===== src/rtl/panel_pkg.sv =====
// Shared constants and FSM encoding for the panel frame loader.
package panel_pkg;

  localparam int CHUNKS_PER_ROW  = 12;
  localparam int ROWS            = 16;
  localparam int BYTES_PER_CHUNK = 4;
  localparam int BYTES_PER_FRAME = CHUNKS_PER_ROW * ROWS * BYTES_PER_CHUNK;

  localparam logic [3:0] LAST_CHUNK = 4'(CHUNKS_PER_ROW - 1);
  localparam logic [3:0] LAST_ROW   = 4'(ROWS - 1);

  typedef enum logic [1:0] {
    IDLE,
    LOAD,
    DONE
  } state_e;

endpackage


===== src/rtl/panel_frame_loader_byte_packer.sv =====
// Packs accepted bytes big-endian into 32-bit words; word_valid_o is high
// for the single cycle after the 4th byte of a group is accepted.
module byte_packer (
  input  logic        clk_i,
  input  logic        rst_ni,
  input  logic        clear_i,
  input  logic        byte_valid_i,
  input  logic [7:0]  byte_data_i,
  output logic        word_valid_o,
  output logic [31:0] word_o
);

  logic [1:0]  cnt_q, cnt_d;
  logic [23:0] shift_q, shift_d;
  logic [31:0] word_q, word_d;
  logic        valid_q, valid_d;

  always_comb begin
    cnt_d   = cnt_q;
    shift_d = shift_q;
    word_d  = word_q;
    valid_d = 1'b0;
    if (clear_i) begin
      cnt_d   = 2'd0;
      shift_d = 24'd0;
    end else if (byte_valid_i) begin
      cnt_d   = cnt_q + 2'd1;
      shift_d = {shift_q[15:0], byte_data_i};
      // Stale bytes left in shift_q are fully shifted out by the next group.
      if (cnt_q == 2'd3) begin
        word_d  = {shift_q, byte_data_i};
        valid_d = 1'b1;
      end
    end
  end

  always_ff @(posedge clk_i or negedge rst_ni) begin
    if (!rst_ni) begin
      cnt_q   <= 2'd0;
      shift_q <= 24'd0;
      word_q  <= 32'd0;
      valid_q <= 1'b0;
    end else begin
      cnt_q   <= cnt_d;
      shift_q <= shift_d;
      word_q  <= word_d;
      valid_q <= valid_d;
    end
  end

  assign word_valid_o = valid_q;
  assign word_o       = word_q;

endmodule


===== src/rtl/panel_frame_loader.sv =====
// Frames a host byte stream into row-RAM chunk writes: 16 rows x 12 chunks,
// chunk index counting down from 11 so stream byte 0 lands in chunk 11 [31:24].
module panel_frame_loader
  import panel_pkg::*;
(
  input  logic        clk_i,
  input  logic        reset_n_i,
  input  logic        frame_start_i,
  input  logic [7:0]  byte_data_i,
  input  logic        byte_valid_i,
  output logic        byte_ready_o,
  output logic [31:0] chunk_data_o,
  output logic [3:0]  chunk_addr_o,
  output logic [3:0]  row_addr_o,
  output logic        chunk_write_enable_o,
  output logic        busy_o,
  output logic        frame_done_o,
  output logic        frame_abort_o
);

  state_e     state_q, state_d;
  logic [3:0] chunk_q, chunk_d;
  logic [3:0] row_q, row_d;
  logic       abort_q, abort_d;
  logic       accept;
  logic       final_write;

  // A restart request blocks acceptance so no byte straddles two frames.
  assign byte_ready_o = (state_q == LOAD) && !frame_start_i;
  assign accept       = byte_valid_i && byte_ready_o;

  byte_packer u_packer (
    .clk_i        (clk_i),
    .rst_ni       (reset_n_i),
    .clear_i      (frame_start_i),
    .byte_valid_i (accept),
    .byte_data_i  (byte_data_i),
    .word_valid_o (chunk_write_enable_o),
    .word_o       (chunk_data_o)
  );

  assign final_write = chunk_write_enable_o && (row_q == LAST_ROW) && (chunk_q == 4'd0);

  always_comb begin
    state_d = state_q;
    unique case (state_q)
      IDLE: if (frame_start_i) state_d = LOAD;
      LOAD: begin
        if (frame_start_i)    state_d = LOAD;
        else if (final_write) state_d = DONE;
      end
      DONE: state_d = frame_start_i ? LOAD : IDLE;
      default: state_d = IDLE;
    endcase
  end

  // Counters hold at row 15 / chunk 0 after the final write; only a restart reloads them.
  always_comb begin
    chunk_d = chunk_q;
    row_d   = row_q;
    abort_d = frame_start_i && (state_q == LOAD);
    if (frame_start_i) begin
      chunk_d = LAST_CHUNK;
      row_d   = 4'd0;
    end else if (chunk_write_enable_o && !final_write) begin
      if (chunk_q == 4'd0) begin
        chunk_d = LAST_CHUNK;
        row_d   = row_q + 4'd1;
      end else begin
        chunk_d = chunk_q - 4'd1;
      end
    end
  end

  always_ff @(posedge clk_i or negedge reset_n_i) begin
    if (!reset_n_i) begin
      state_q <= IDLE;
      chunk_q <= 4'd0;
      row_q   <= 4'd0;
      abort_q <= 1'b0;
    end else begin
      state_q <= state_d;
      chunk_q <= chunk_d;
      row_q   <= row_d;
      abort_q <= abort_d;
    end
  end

  assign chunk_addr_o  = chunk_q;
  assign row_addr_o    = row_q;
  assign busy_o        = (state_q == LOAD);
  assign frame_done_o  = (state_q == DONE);
  assign frame_abort_o = abort_q;

endmodule


===== config.mk =====
export PLATFORM = sky130hd
export DESIGN_NAME = panel_frame_loader
export DESIGN_NICKNAME = d
export VERILOG_FILES = /design/src/rtl/panel_pkg.sv /design/src/rtl/panel_frame_loader_byte_packer.sv /design/src/rtl/panel_frame_loader.sv
export SDC_FILE = /design/constraint.sdc
export NUM_CORES = 1
export LEC_CHECK = 0
export BUFFER_PORTS_ARGS = -buffer_cell sky130_fd_sc_hd__buf_2
export CORE_MARGIN = 2
export CORE_UTILIZATION = 35
export DETAILED_ROUTE_END_ITERATION = 8
export GPL_ROUTABILITY_DRIVEN = 0
export GPL_TIMING_DRIVEN = 1
export SETUP_SLACK_MARGIN = 0.05
export SLEW_MARGIN = 20
export SYNTH_ARGS = -nofsm -noshare
export SYNTH_HDL_FRONTEND = slang
export SYNTH_SLANG_ARGS = --single-unit

===== constraint.sdc =====
create_clock -name clk_i -period 3.6 [get_ports clk_i]
set_input_delay 0.18 -clock clk_i [delete_from_list [all_inputs] [get_ports clk_i]]
set_output_delay 0.18 -clock clk_i [all_outputs]
set_load 0.01 [all_outputs]

==> out/metrics.csv <==
stage;metric;value;unit
synth;Yosys reg bits;70;
worst_setup_path;max incr delay on CP;0.63;ns
detailed_routing;Starting DRT DRC Count;98;
synth;Yosys warning count;0;
worst_setup_path;Cell Chain, Critical Path;nor3b_4, and3_4, mux2_2;
run;max-cap violation count;0;
synth;main flop type after synthesis;dfrtp_1;
placement;count of buffers from port buffering;56;
power_and_ir_drop;Leakage Power;1.77;nW
clock_network;clock latency on the worst-skew pair;0.34;ns
global_route;pin count of the biggest net entering global routing;71;
detailed_routing;routed length per placed instance;14.2;um
clock_network;total number of clock tree sinks;70;
clock_network;TritonCTS Buffers;9;
placement;post-detailed-placement half-perimeter wirelength;3620;um
final_layout;fin area;3570;um2
worst_setup_path;data required time at the worst endpoint;3.83;ns
synth;post-synthesis sequential area ratio;0.579;
placement;total cell area at the placement stage;3330;um2
worst_setup_path;CP arrival;2.08;ns
global_route;antenna violations before repair;0;
global_route;number of global-route vias before repair;1928;
floorplanning;Die Height;97.0;um
synth;Syn Area/Cell;12.4;um2
sta;setup clock skew after layout;0.00927;ns
final_layout;Register Area;1750;um2
sta;Hold Vio Cnt, Final;0;
sta;RSZ-0062 raised after global routing;no;
synth;synthesized instance count;244;
sta;max-slew violations;0;
global_route;GRT Residual Overflow;0;
final_layout;final layout net count;316;
worst_setup_path;critical-path cell with the highest stage delay;and3_4;
floorplanning;core area;8300;um2
floorplanning;width of the chip;97.0;um
sta;normalized max-slew margin;0.411;
floorplanning;effective utilization at floorplan;0.364;
final_layout;most common cell after layout, fill and taps aside;dfrtp_1;
global_route;global-route wire length before repair;9760;um
hold_path;min-delay worst type;in -> reg;
clock_network;CTS root buf;clkbuf_8;
detailed_routing;number of optimization iterations in the first detailed-route pass;4;
sta;final clock period utilization by the worst path;0.514;
floorplanning;I/O pins;57;
power_and_ir_drop;total design power;1.75;mW
synth;Synth Net Count;260;
detailed_routing;DR vias/cell;4.72;
sta;shortest clock period the worst path allows after layout;1.85;ns
sta;Sum Neg Setup Slack;0;ns
global_route;global routing usage summed across all routing layers;0.128;
synth;number of enable-type register cells in the synthesized netlist;0;
floorplanning;die area;9400;um2
final_layout;share of post-route cells with drive strength above 1;0.351;
run_status;result of the run;finished clean;
power_and_ir_drop;Peak supply drop;0.230;mV
synth;asr flop ratio synth;1.00;
clock_network;clk buf depth;2;
sta;Final setup viols;0;
worst_setup_path;category of the most critical setup path;reg -> reg;
worst_setup_path;Setup crit start kind;flop;
worst_setup_path;nature of the critical path endpoint;flop;
final_layout;highest-count cells in the layout ignoring fill and taps;dfrtp_1, buf_2, nand2_1;
clock_network;Clock transition at path regs;0.08;ns
worst_setup_path;dominant delay contributor by cell family on the critical path;simple AND/OR/NAND/NOR gates;
worst_setup_path;critical path fanouts, max;33;
synth;post-synthesis instance area;3020;um2
detailed_routing;Post-DRT Antenna Nets;0;
clock_network;CTS tree;built;
sta;Fmax achieved;540;MHz
final_layout;FILL cells;788;
clock_network;H-tree levels;3;
detailed_routing;sum of routed wire length over all layers;5830;um
power_and_ir_drop;power density cells;490;nW/um2
final_layout;# diodes;0;
synth;distinct cell type count after synthesis;38;
final_layout;layout-stage area growth over the synthesis result;17.9;%
worst_setup_path;Buf+Inv Stages, Crit Path;0;
clock_network;number of buffers added for setup after CTS;0;
final_layout;footprint of the multi-input gates;1150;um2
floorplanning;Row Count;33;
detailed_routing;via count;1934;
detailed_routing;DRC;0;
sta;actual transition at the worst max-transition pin;0.884;ns
-- timing repair --
action,4_1_cts,5_1_grt
hold endpoints to repair,65,0
hold buffers,1,0
resized for setup,0,0
-- worst paths after layout --
check                           slack, ns           startpoint  cells past startpoint                  end
worst max-delay path                 1.75           state_q[1]                      3  u_packer.word_o[29]
worst min-delay path                 0.06       byte_data_i[7]                      3  u_packer.shift_q[7]
worst max register to register       1.75           state_q[1]                      3  u_packer.word_o[29]
worst min register to register       0.50  u_packer.word_o[28]                      1  u_packer.word_o[28]
max in group asynchronous            2.52            reset_n_i                      2  u_packer.shift_q[2]
min in group asynchronous            0.50            reset_n_i                      2      chunk_addr_o[2]
-- flip-flops by register name, indices dropped and copies added, names as in the netlist --
name / count
chunk_addr_o: 4
frame_abort_o: 1
row_addr_o: 4
state_q: 2
u_packer.cnt_q: 2
u_packer.shift_q: 24
u_packer.word_o: 32
u_packer.word_valid_o: 1
-- worst register-to-register path, delay by kind of cell, from the launching register on --
kind          cells  cell delay (ns)
mux               1             0.42
simple gates      2             0.86
flops             1             0.45
-- power breakdown --
part | internal (mW) | switching [mW] | leakage (nW)
Combinational | 0.0886 | 0.0845 | 0.723
Clock | 0.411 | 0.292 | 0.110
Sequential | 0.839 | 0.0330 | 0.936
-- kinds of logic (layout without fill, tap and decap cells) --
logic type                 Yosys count  count (layout)  synth area share
AOI/OAI and AO/OA                   41              41            0.0749
xor gates and xnor gates             1               1           0.00290
adders and majority gates            4               4            0.0166
buffers and inverters               17              78            0.0410
DFF                                 70              70             0.579
muxes                               33              33             0.158
and+or+nand+nor                     78              78             0.127
-- through the flow --
step	setup slack (ns)	hold WS (ns)	util	instances
floorplan	2.00	-0.116	-	244
global placement	1.83	0.364	0.402	393
detailed placement	1.78	0.368	0.402	393
CTS	1.75	0.0454	0.430	410
global route	1.68	0.0679	0.430	410
finish	1.75	0.0615	0.430	410
-- Yosys cell counts, drive strengths merged (3+ instances only) --
cell / count / area share
nand2: 52 / 0.065
inv: 5 / 0.0062
a21oi: 5 / 0.0083
clkbuf: 7 / 0.0087
nor2b: 3 / 0.0062
nor2: 3 / 0.0037
mux2: 32 / 0.16
buf: 5 / 0.026
nand3: 4 / 0.0066
o21ai: 30 / 0.050
nor3b: 3 / 0.011
ha: 4 / 0.017
and3: 3 / 0.0079
dfrtp: 70 / 0.58
-- final cells by class --
class,count,area share
Tap cell,105,0.0368
Clock inverter,5,0.0228
Sequential cell,70,0.491
Clock buffer,11,0.0396
Inverter,5,0.00526
Multi-Input combinational cell,157,0.322
Timing Repair Buffer,57,0.0821
-- per-layer routing --
metal,up-vias,part of all wire,wire length [um],GRT usage
li1,946,-,-,-
met2,39,0.44,2570,0.181
met3,5,0.041,241,0.0361
met5,-,0,0,0
met4,0,0.015,87,0.0618
met1,944,0.50,2940,0.182
(Power assumes the default switching activity.)
